### src/rtl/frog_motion_ctrl.sv
// Frog position/lives controller: debounced buttons queue one hop, applied on frame_tick.
// Optional FROG_WRAP_X_EN macro: horizontal hops off either edge wrap to the other side.
module frog_motion_ctrl #(
   parameter int START_X         = 316,
   parameter int START_Y         = 464,
   parameter int STEP            = 8,
   parameter int MAX_X           = 632,
   parameter int MAX_Y           = 472,
   parameter int DEBOUNCE_CYCLES = 250000,
   parameter int COOLDOWN_FRAMES = 4,
   parameter int DEATH_FRAMES    = 30,
   parameter int LIVES           = 3
) (
   input  logic       clk_i,
   input  logic       rst_ni,
   input  logic       btn_up_i,
   input  logic       btn_down_i,
   input  logic       btn_left_i,
   input  logic       btn_right_i,
   input  logic       frame_tick_i,
   input  logic       hit_i,
   input  logic       restart_i,
   output logic [9:0] frog_x_o,
   output logic [9:0] frog_y_o,
   output logic       frog_alive_o,
   output logic [1:0] lives_o,
   output logic       goal_pulse_o,
   output logic       game_over_o,
   output logic [2:0] state_o
);

   localparam logic [2:0] S_IDLE      = 3'd0;
   localparam logic [2:0] S_PENDING   = 3'd1;
   localparam logic [2:0] S_COOLDOWN  = 3'd2;
   localparam logic [2:0] S_DEAD      = 3'd3;
   localparam logic [2:0] S_GOAL      = 3'd4;
   localparam logic [2:0] S_GAME_OVER = 3'd5;

   localparam int DBW    = $clog2(DEBOUNCE_CYCLES + 1);
   localparam int FMAX   = (DEATH_FRAMES > COOLDOWN_FRAMES) ? DEATH_FRAMES : COOLDOWN_FRAMES;
   localparam int FCW    = $clog2(FMAX + 1);

   // Button bit order: 0 up, 1 down, 2 left, 3 right (also the priority order).
   logic [3:0]     btn_raw;
   logic [3:0]     sync1_q, sync2_q, db_q, db_prev_q;
   logic [DBW-1:0] db_cnt_q [4];
   logic [3:0]     press;
   logic           press_any;
   logic [1:0]     dir_sel;

   assign btn_raw = {btn_right_i, btn_left_i, btn_down_i, btn_up_i};

   always_ff @(posedge clk_i or negedge rst_ni) begin
      if (!rst_ni) begin
         sync1_q   <= '0;
         sync2_q   <= '0;
         db_q      <= '0;
         db_prev_q <= '0;
         for (int i = 0; i < 4; i++) db_cnt_q[i] <= '0;
      end else begin
         sync1_q   <= btn_raw;
         sync2_q   <= sync1_q;
         db_prev_q <= db_q;
         for (int i = 0; i < 4; i++) begin
            if (sync2_q[i] == db_q[i]) begin
               db_cnt_q[i] <= '0;
            end else if (db_cnt_q[i] == DBW'(DEBOUNCE_CYCLES - 1)) begin
               db_q[i]     <= sync2_q[i];
               db_cnt_q[i] <= '0;
            end else begin
               db_cnt_q[i] <= db_cnt_q[i] + 1'b1;
            end
         end
      end
   end

   assign press     = db_q & ~db_prev_q;
   assign press_any = |press;

   always_comb begin
      dir_sel = 2'd3;
      if (press[0])      dir_sel = 2'd0;
      else if (press[1]) dir_sel = 2'd1;
      else if (press[2]) dir_sel = 2'd2;
   end

   logic [2:0]     state_q, state_d;
   logic [1:0]     dir_q, dir_d;
   logic [9:0]     x_q, x_d, y_q, y_d;
   logic [1:0]     lives_q, lives_d;
   logic           alive_q, alive_d;
   logic           goal_q, goal_d;
   logic [FCW-1:0] fcnt_q, fcnt_d;

   logic [9:0] tx, ty;
   logic       legal;

   always_comb begin
      tx    = x_q;
      ty    = y_q;
      legal = 1'b1;
      case (dir_q)
         2'd0: begin
            if (y_q < 10'(STEP)) legal = 1'b0;
            else                 ty    = y_q - 10'(STEP);
         end
         2'd1: begin
            if (y_q > 10'(MAX_Y - STEP)) legal = 1'b0;
            else                         ty    = y_q + 10'(STEP);
         end
         2'd2: begin
            if (x_q >= 10'(STEP)) begin
               tx = x_q - 10'(STEP);
            end else begin
`ifdef FROG_WRAP_X_EN
               tx = 10'(MAX_X);
`else
               legal = 1'b0;
`endif
            end
         end
         default: begin
            if (x_q <= 10'(MAX_X - STEP)) begin
               tx = x_q + 10'(STEP);
            end else begin
`ifdef FROG_WRAP_X_EN
               tx = 10'd0;
`else
               legal = 1'b0;
`endif
            end
         end
      endcase
   end

   logic active;
   assign active = (state_q == S_IDLE) || (state_q == S_PENDING) || (state_q == S_COOLDOWN);

   always_comb begin
      state_d = state_q;
      dir_d   = dir_q;
      x_d     = x_q;
      y_d     = y_q;
      lives_d = lives_q;
      alive_d = alive_q;
      goal_d  = 1'b0;
      fcnt_d  = fcnt_q;
      // A hit pre-empts any hop or frame tick arriving in the same cycle.
      if (active && hit_i) begin
         lives_d = (lives_q == 2'd0) ? 2'd0 : lives_q - 2'd1;
         alive_d = 1'b0;
         if (lives_q <= 2'd1) begin
            state_d = S_GAME_OVER;
         end else begin
            state_d = S_DEAD;
            fcnt_d  = FCW'(DEATH_FRAMES);
         end
      end else begin
         case (state_q)
            S_IDLE: begin
               if (press_any) begin
                  state_d = S_PENDING;
                  dir_d   = dir_sel;
               end
            end
            S_PENDING: begin
               if (frame_tick_i) begin
                  if (legal) begin
                     x_d = tx;
                     y_d = ty;
                     if (ty == 10'd0) begin
                        goal_d  = 1'b1;
                        state_d = S_GOAL;
                     end else begin
                        state_d = S_COOLDOWN;
                        fcnt_d  = FCW'(COOLDOWN_FRAMES);
                     end
                  end else begin
                     state_d = S_IDLE;
                  end
               end
            end
            S_COOLDOWN: begin
               if (frame_tick_i) begin
                  if (fcnt_q <= FCW'(1)) begin
                     fcnt_d  = '0;
                     state_d = S_IDLE;
                  end else begin
                     fcnt_d = fcnt_q - 1'b1;
                  end
               end
            end
            S_DEAD: begin
               if (frame_tick_i) begin
                  if (fcnt_q <= FCW'(1)) begin
                     fcnt_d  = '0;
                     x_d     = 10'(START_X);
                     y_d     = 10'(START_Y);
                     alive_d = 1'b1;
                     state_d = S_IDLE;
                  end else begin
                     fcnt_d = fcnt_q - 1'b1;
                  end
               end
            end
            S_GOAL: begin
               if (frame_tick_i) begin
                  x_d     = 10'(START_X);
                  y_d     = 10'(START_Y);
                  state_d = S_IDLE;
               end
            end
            S_GAME_OVER: begin
               if (restart_i) begin
                  lives_d = 2'(LIVES);
                  x_d     = 10'(START_X);
                  y_d     = 10'(START_Y);
                  alive_d = 1'b1;
                  state_d = S_IDLE;
               end
            end
            default: state_d = S_IDLE;
         endcase
      end
   end

   always_ff @(posedge clk_i or negedge rst_ni) begin
      if (!rst_ni) begin
         state_q <= S_IDLE;
         dir_q   <= 2'd0;
         x_q     <= 10'(START_X);
         y_q     <= 10'(START_Y);
         lives_q <= 2'(LIVES);
         alive_q <= 1'b1;
         goal_q  <= 1'b0;
         fcnt_q  <= '0;
      end else begin
         state_q <= state_d;
         dir_q   <= dir_d;
         x_q     <= x_d;
         y_q     <= y_d;
         lives_q <= lives_d;
         alive_q <= alive_d;
         goal_q  <= goal_d;
         fcnt_q  <= fcnt_d;
      end
   end

   assign frog_x_o     = x_q;
   assign frog_y_o     = y_q;
   assign frog_alive_o = alive_q;
   assign lives_o      = lives_q;
   assign goal_pulse_o = goal_q;
   assign game_over_o  = (state_q == S_GAME_OVER);
   assign state_o      = state_q;

endmodule
### config.mk
export PLATFORM = sky130hd
export DESIGN_NAME = frog_motion_ctrl
export DESIGN_NICKNAME = d
export VERILOG_FILES = /design/src/rtl/frog_motion_ctrl.sv
export SDC_FILE = /design/constraint.sdc
export NUM_CORES = 1
export LEC_CHECK = 0
export ABC_CLOCK_PERIOD_IN_PS = 3100
export CELL_PAD_IN_SITES_DETAIL_PLACEMENT = 1
export CELL_PAD_IN_SITES_GLOBAL_PLACEMENT = 2
export CORE_ASPECT_RATIO = 1.75
export CORE_MARGIN = 8
export CORE_UTILIZATION = 41
export CTS_CLUSTER_DIAMETER = 30
export DETAILED_ROUTE_END_ITERATION = 6
export DONT_BUFFER_PORTS = 1
export GPL_TIMING_DRIVEN = 1
export PLACE_DENSITY_LB_ADDON = 0.3
export SLEW_MARGIN = 30
export SYNTH_ARGS = -nofsm -noshare
export SYNTH_HDL_FRONTEND = slang
export SYNTH_SLANG_ARGS = --single-unit
### constraint.sdc
create_clock -name clk_i -period 3.1 [get_ports clk_i]
set_input_delay 0.62 -clock clk_i [delete_from_list [all_inputs] [get_ports clk_i]]
set_output_delay 0.62 -clock clk_i [all_outputs]
set_load 0.02 [all_outputs]
Word-level counts from Yosys, hierarchy flattened
Index checks and enable logic that the tools add are counted.
{ "totals": {"ff_bits": 122, "inputBits": 9, "out_inout_bits": 28} }
{ "classes": {"add_sub_neg": 10, "magnitude_cmp": 6, "eq_ne": 35, "mux": 69, "n_bitwise": 7, "reduce_logical": 26} }
{ "op_table": {"columns": ["op", "n"], "rows": [
  ["10-bit 2-to-1 mux", 16],
  ["18-bit 2-to-1 mux", 8],
  ["10-bit one-hot mux with 4 select lines", 2],
  ["18-bit by 1-bit adder with 18-bit output, second input constant", 4],
  ["18-bit equality test, second input constant", 4],
  ["10-bit one-hot mux with 2 select lines", 2],
  ["5-bit 2-to-1 mux", 7],
  ["3-bit 2-to-1 mux", 10],
  ["10-bit by 4-bit adder with 10-bit output, second input constant", 2],
  ["10-bit by 4-bit subtractor with 10-bit output, second input constant", 2],
  ["2-bit != test, second input constant", 8],
  ["3-bit by 2-bit != test with 1-bit output, second input constant", 5],
  ["3-bit != test, second input constant", 5],
  ["3-bit one-hot mux with 5 select lines", 1],
  ["1-bit 2-to-1 mux", 14],
  ["2-bit 2-to-1 mux", 6],
  ["6-bit AND reduction", 2],
  ["11-bit AND reduction", 1],
  ["10-bit by 4-bit >= comparator with 1-bit output, second input constant", 1],
  ["10-bit by 9-bit greater-than comparator with 1-bit output, second input constant", 1],
  ["10-bit less-or-equal comparator, second input constant", 1],
  ["10-bit logical NOT", 1],
  ["10-bit by 4-bit < comparator with 1-bit output, second input constant", 1],
  ["5-bit one-hot mux with 2 select lines", 1],
  ["other kinds (29)", 48]
]} }

Depth between registers and ports, before layout
Gate-level depths: netlist (run 1).
{ "depth": {"ltp_word": 9, "depth_mapped": 10, "ltp_nobuf": 9} }

Worst setup path after synthesis (run 1)
OpenSTA, ideal clock, no wires.
{ "synth_path": {"path_kind": "register -> register", "from": "register y_q[3], in the netlist frog_y_o[3]", "to": "register fcnt_q[0]", "setup_time_ps": 125, "arrival_time_ps": 2619, "required_time_ps": 2975, "path_slack_ps": 356, "path_stages_with_launch": 11, "n_path_buf": 1, "period_less_slack_ps": 2744, "path_cell_list": "dfrtp_1 > buf_2 > inv_1 > ha_1 > or3b_1 > o31ai_4 > o211ai_2 > a2111oi_4 > nand3_4 > nand2_4 > mux2_4"} }
{ "synth_between": {"elab_chain_len": 6} }
{ "synth_rtl": {"columns": ["item", "line_no", "rtl"], "rows": [
  ["start, declared", "89", "logic [9:0] x_q, x_d, y_q, y_d;"],
  ["start signal, assigned", "232", "y_q <= 10'(START_Y);"],
  ["start signal, assigned", "241", "y_q <= y_d;"],
  ["10-bit by 4-bit adder with 10-bit output (tied with other cells)", "109", "else ty = y_q + 10'(STEP);"],
  ["10-bit 2-to-1 mux (on tied branches)", "108, 104", null],
  ["10-bit one-hot mux with 2 select lines", "102", "case (dir_q)"],
  ["10-bit logical NOT", "171", "if (ty == 10'd0) begin"],
  ["3-bit != test (no source line)", null, null],
  ["6-bit AND reduction (no source line) (*)", null, null],
  ["end signal, assigned", "245", "fcnt_q <= fcnt_d;"],
  ["end, declared", "93", "logic [FCW-1:0] fcnt_q, fcnt_d;"]
]} }
Every way passes the cells marked *; elsewhere a longest branch is shown, timed or not.
A chain may end at the register's enable or synchronous reset.

Final worst setup path (run 1)
{ "layout_path": {"from": "register y_q[4], in the netlist frog_y_o[4]", "to": "register fcnt_q[1]"} }
The elaborated chain is that of the path after synthesis.

==> impl_metrics.toml, run 1 <==
[synth]
async_reset_ff_frac = 1.00
syn_area_sq_um = 6290
ys.flop_type = "dfrtp_1"
syn_area_per_cell_sq_um = 9.49
synth_common_cells = "106 x nor2_1, 105 x dfrtp_1, 46 x nand3_1, 38 x nand2_1, 35 x xnor2_1"
yosysMostFrequentCell = "nor2_1"
yosysWarnings = 0
synth-edff-count = 0
synth_seq_cells = 117
seq_area_frac_synth = 0.468
synth_top_area_share = 0.417
synth_area_leader_cell = "dfrtp_1"
synthTopCellsByArea = "dfrtp_1 42%, nor2_1 6.3%, dfstp_2 5.0%, xnor2_1 4.9%, xor2_1 4.3%"
yosysUniqueCellTypes = 73
synthCells = 663

[clocking]
cts_setup_buffers = 0
htreeDepth = 4
cts_tree = "built"
cts_buffer_depth = 2
clk_latency_ns = 0.42
cts_sinks = 117
clk_pin_slew_ns = 0.06
cts_root_buf = "clkbuf_16"
post_cts_resized = 0
cts_buffers = 17

[cells_and_area]
n_antenna_cell = 0
area_growth_pct = 13.0
nets = 691
design_area_sq_um = 7110
drive_gt1_frac = 0.124

[timing]
period_minus_slack_ns = 2.80
finalHoldViolations = 0
skew_ns = 0.0111
drv_slew = 0
finalSetupViolations = 0
post-route-period-util = 0.903
finalWorstSetupSlack_ns = 0.299
relSlewSlack = 0.473
fin_setup_tns_ns = 0
tightest_slew_ns = 0.771
fmax_ghz = 0.357
rsz0062_at_grt = "no"

[worst_setup_path]
worstPathArrival_ns = 3.10
cp_max_fo = 10
worstPathRequired_ns = 3.40
cp-end-kind = "register"
critPathLaunchType = "register"
crit_type = "register to register"

[route]
wl_per_cell_um = 18.4
drc = 0
num_vias = 4900
ant_nets = 0
wirelength_mm = 16.0
drtIter0Drc = 190
first_pass_iters = 4
avgViaCountPerCell = 5.63

[floorplanning]
row_count = 60
start_util = 0.413
fp.dieH_um = 180
ios = 37
dieArea_sq_um = 19700
core_area_sq_um = 15200
die_w_um = 110

[placed_design]
placed_cell_area_sq_um = 6510
io_buffer_count = 0
gp_congestion = 0.844
dp_hpwl_mm = 11.1
preCtsSetupSlack_ns = 0.316

[global_routing]
antenna_found_initial = 0
grt_max_degree = 106
grt_pass1_wl_mm = 27.6
grt_pass1_vias = 5503
grt-ovfl-total = 0
grt.total_usage = 0.176

[pwr]
power_density_nw_per_um2 = 783
peakVddDrop_mv = 0.375
p_leak_nw = 2.97

[run]
cap_violations = 0

[status]
outcome = "finished clean"

[min_path]
min_path_type = "input port to asynchronous set/reset pin"
## final cells by class
| type | count | area, sq um |
|---|---|---|
| Tap cell | 186 | 233 |
| Clock inverter | 15 | 154 |
| Multi-Input combinational cell | 500 | 3150 |
| Timing Repair Buffer | 15 | 133 |
| Clock buffer | 17 | 425 |
| Sequential cell | 117 | 2940 |
| Inverter | 20 | 75.1 |
| Fill cell | 1746 | 8130 |
## where the power goes
| part | internal (mW) | total [mW] | switching [mW] |
|---|---|---|---|
| clock network | 1.19 | 1.95 | 0.766 |
| logic | 0.567 | 1.49 | 0.919 |
| registers | 1.74 | 2.13 | 0.385 |
## cells by family (layout without fill, tap and decap cells)
| logic type | after synthesis | in the layout | share of synthesized area |
|---|---|---|---|
| compound gates | 106 | 106 | 0.118 |
| xor+xnor | 66 | 66 | 0.0918 |
| fa+ha+maj | 11 | 11 | 0.0219 |
| buf+inv | 50 | 67 | 0.0344 |
| flops | 117 | 117 | 0.468 |
| mux | 10 | 10 | 0.0187 |
| other cells | 1 | 5 | 0.000596 |
| simple gates | 302 | 302 | 0.247 |
## flip-flops by register name, indices dropped and copies added, names as in the netlist
register      count
db_cnt_q         72
frog_x_o          8
frog_y_o          7
fcnt_q            5
db_prev_q         4
db_q              4
sync1_q           4
sync2_q           4
state_o           3
dir_q             2
lives_o           2
frog_alive_o      1
goal_pulse_o      1
## worst max-delay path: stages (launching register included)
cell and delay [ns]:
dfstp_2 0.70, inv_1 0.12, ha_1 0.25, or3b_1 0.29, or4_4 0.17, o211ai_2 0.13
a2111oi_4 0.45, nand3_4 0.15, nand2_4 0.13, mux2_4 0.30
## cell usage in the layout, fill, tap and decap left out, drive strengths merged, types with 3 or more instances in the layout
master | synthesis | layout
nand2b | 9 | 9
nand4 | 5 | 5
or4 | 6 | 6
o31ai | 6 | 6
nand2 | 39 | 39
nand3 | 47 | 47
o21a | 3 | 3
ha | 11 | 11
nor3b | 7 | 7
a21o | 3 | 3
nor4b | 6 | 6
inv | 20 | 24
dfrtp | 105 | 105
mux2 | 8 | 8
a211oi | 3 | 3
conb | 1 | 5
nor3 | 16 | 16
nand3b | 3 | 3
clkbuf | 19 | 17
o41ai | 4 | 4
nor4 | 12 | 12
xnor2 | 35 | 35
and2 | 3 | 3
nor2 | 106 | 106
or3 | 5 | 5
clkinv | 0 | 5
or2 | 4 | 4
o22a | 5 | 5
a31oi | 10 | 10
o21ai | 28 | 28
xor2 | 31 | 31
buf | 11 | 15
a21oi | 23 | 23
clkinvlp | 0 | 4
and3 | 17 | 17
dfstp | 12 | 12
nor2b | 11 | 11
o2bb2ai | 3 | 3
## path summary, 6_finish.rpt
path	depth (start not counted)	slack [ns]	start	to
worst min-delay path	0	0.04	rst_ni	frog_x_o[4]$_DFFE_PN1P_
max in group asynchronous	1	2.52	rst_ni	db_cnt_q[55]$_DFF_PN0_
min in group clk_i	0	0.23	btn_up_i	sync1_q[0]$_DFF_PN0_
worst max-delay path	9	0.30	frog_y_o[4]$_DFFE_PN1P_	fcnt_q[1]$_DFFE_PN0P_
worst min register to register	0	0.35	sync1_q[2]$_DFF_PN0_	sync2_q[2]$_DFF_PN0_
worst max register to register	9	0.30	frog_y_o[4]$_DFFE_PN1P_	fcnt_q[1]$_DFFE_PN0P_
## layer usage
metal  track usage  part of all wire
met1         0.183              0.37
met5             0                 0
met3        0.0466             0.050
met2         0.318              0.55
met4        0.0728             0.027
## stage by stage
stage	utilization	total power [mW]	hold WS, ns	cells
floorplan	-	3.13	0.324	667
global placement	0.427	3.56	0.334	837
detailed placement	0.427	3.60	0.333	837
CTS	0.467	5.63	0.0217	870
global route	0.467	5.89	0.0197	870
finish	0.467	5.57	0.0414	870
## timing repair
item                                    in CTS  in global routing
hold buffers                                 1                  0
hold endpoints to repair                   105                  0
endpoints found under the setup margin       0                  0
Power figures use the tool's default switching activity.
==> run 2: changes to the inputs <==
ABC_AREA = 1   (was unset)
CORE_UTILIZATION = 39   (was 41)
==> run 2 against run 1 <==
Total power rose by 11%. Non-clock buffer count fell by 14. Routed wire length rose by 6.3%. Largest cell class unchanged. Count of clock-buffer cells in the layout rose by 6. First-iteration DRC count fell by 2.1%.
==> impl_metrics.toml, run 2 <==
[route]
num_vias = 5450
wl_per_cell_um = 16.0
wirelength_mm = 17.0
drc = 0
avgViaCountPerCell = 5.11
first_pass_iters = 5
ant_nets = 0
drtIter0Drc = 186

[cells_and_area]
final_cell_mix = "156 x nand2_1, 105 x dfrtp_1, 102 x inv_1, 101 x nor2_1, 56 x nand3_1"
nets = 849
area_growth_pct = 13.2
regMostFlops = "db_cnt_q"
drive_gt1_frac = 0.114
register_area_sq_um = 2940
fillers = 2048
fin_cells = 1066
layout_commonest_cell = "nand2_1"
n_antenna_cell = 0
largest_reg_flops = 72
design_area_sq_um = 7420
multi_input_area_sq_um = 3090

[synth]
async_reset_ff_frac = 1.00
synth_area_leader_cell = "dfrtp_1"
synth_seq_cells = 117
syn_area_per_cell_sq_um = 8.01
syn_area_sq_um = 6550
ys.flop_type = "dfrtp_1"
synthTopCellsByArea = "dfrtp_1 40%, nand2_1 8.9%, inv_1 5.8%, nor2_1 5.8%, xor2_1 5.2%"
yosysMostFrequentCell = "nand2_1"
synthCells = 818
synth-edff-count = 0
yosysUniqueCellTypes = 44
synth_common_cells = "156 x nand2_1, 105 x dfrtp_1, 102 x inv_1, 101 x nor2_1, 56 x nand3_1"
yosysWarnings = 0
synth_top_area_share = 0.401
seq_area_frac_synth = 0.449

[placed_design]
placed_cell_area_sq_um = 6740
placed_cells = 1033
gp_congestion = 0.813
io_buffer_count = 0
dp_hpwl_mm = 12.7

[clocking]
clk_pin_slew_ns = 0.06
cts_root_buf = "clkbuf_16"
htreeDepth = 4
clk_latency_ns = 0.41
cts_sinks = 117
cts_buffer_depth = 2
cts_tree = "built"
cts_buffers = 17

[min_path]
min_path_type = "input port to asynchronous set/reset pin"

[timing]
skew_ns = 0.0114
post-route-period-util = 0.760
finalSetupViolations = 0
rsz0062_at_grt = "no"
fmax_ghz = 0.425
period_minus_slack_ns = 2.36
relSlewSlack = 0.546
fin_setup_tns_ns = 0
drv_slew = 0
finalHoldViolations = 0
tightest_slew_ns = 0.676

[floorplanning]
die_w_um = 114
ios = 37
start_util = 0.398
row_count = 62
dieArea_sq_um = 21400
fp.dieH_um = 187
core_area_sq_um = 16400

[global_routing]
grt_use_met2 = 0.327
globalRouteMet1Util = 0.164
grt-busiest-layer = "met2"
grt.total_usage = 0.171
grtUsageMet3 = 0.0346
grt_pass1_wl_mm = 29.3
grt_max_degree = 106
grt_pass1_vias = 6080
grt-ovfl-total = 0
antenna_found_initial = 0

[pwr]
p_leak_nw = 3.40
peakVddDrop_mv = 0.327
power_mw = 6.20
power_density_nw_per_um2 = 837

[worst_setup_path]
cp-end-kind = "register"
cp_max_fo = 16
critPathLaunchType = "register"
crit_type = "register to register"
worstPathArrival_ns = 2.65
worstPathRequired_ns = 3.39

[status]
outcome = "finished clean"

[run]
cap_violations = 0
run 2: cell types whose count changed after synthesis, sizes merged, moves of 8 or more:
cell	delta
xnor2	-26
nand4	+14
nand2	+128
a21oi	+8
and3	-12
inv	+90
clkbuf	-18
xor2	+8
nand3	+12
nor2	+15
nand2b	-9
nor2b	-11
o21ai	+24
nor3	+13
run 2: per-stage QoR:
stage | hold slack [ns] | setup WS, ns | utilization
after floorplan | 0.324 | 1.18 | -
after global placement | 0.329 | 0.806 | 0.410
after detailed placement | 0.329 | 0.756 | 0.410
after CTS | 0.0265 | 0.727 | 0.451
after global routing | 0.0256 | 0.503 | 0.451
final | 0.0466 | 0.745 | 0.451
run 2: cells by family after synthesis:
kind of cell / count (synthesis) / share of synthesized area
adders and majority gates: 11 / 0.0210
DFF: 117 / 0.449
muxes: 1 / 0.00172
xor gates and xnor gates: 48 / 0.0642
buffers and inverters: 126 / 0.0810
AOI/OAI and AO/OA: 95 / 0.0799
other: 1 / 0.000573
and+or+nand+nor: 419 / 0.302
run 2: layout make-up:
type                    count  area share
multi-input cells         579       0.417
clock buffers              23      0.0645
repair buffers              1     0.00371
well taps                 224      0.0378
inverters                 113      0.0572
clock inverters             9      0.0233
flip-flops and latches    117       0.397
run 2: report_power, final:
| part | switching (mW) | total, mW | internal (mW) |
|---|---|---|---|
| sequential | 0.450 | 2.22 | 1.77 |
| clock | 0.691 | 2.18 | 1.49 |
| combinational | 1.23 | 1.81 | 0.573 |
| total | 2.37 | 6.20 | 3.83 |
run 2: path summary, 6_finish.rpt:
| kind | startpoint | slack [ns] | endpoint | cells after the start |
|---|---|---|---|---|
| min | rst_ni | 0.05 | frog_y_o[4]$_DFFE_PN1P_ | 0 |
| min reg2reg | sync1_q[2]$_DFF_PN0_ | 0.36 | sync2_q[2]$_DFF_PN0_ | 0 |
| max in group asynchronous | rst_ni | 2.51 | db_cnt_q[61]$_DFF_PN0_ | 1 |
| max | state_o[1]$_DFFE_PN0P_ | 0.74 | fcnt_q[4]$_DFFE_PN0P_ | 11 |
| max reg2reg | state_o[1]$_DFFE_PN0P_ | 0.74 | fcnt_q[4]$_DFFE_PN0P_ | 11 |
| min in group clk_i | btn_down_i | 0.24 | sync1_q[1]$_DFF_PN0_ | 0 |
run 2: critical path, stage by stage, from the launching register on:
cell     delay [ns]
dfrtp_1        0.60
nand2_1        0.13
inv_1          0.08
nor2_1         0.05
nand2_1        0.39
nor2_1         0.18
a31oi_1        0.18
o21ai_0        0.17
nor2_4         0.25
nand2_4        0.09
nand2_1        0.07
nand2_1        0.05
run 2: what timing repair did:
item,in CTS,in global routing
hold buffers,1,0
endpoints found under the hold margin,105,0
setup buffers,0,0
setup endpoints to repair,0,0
gates resized for setup,0,0
run 2: metal layers:
metal,vias to the layer above,wire (um)
li1,2638,-
met1,2682,6230
met2,85,9680
met3,45,524
met4,0,613
met5,-,0
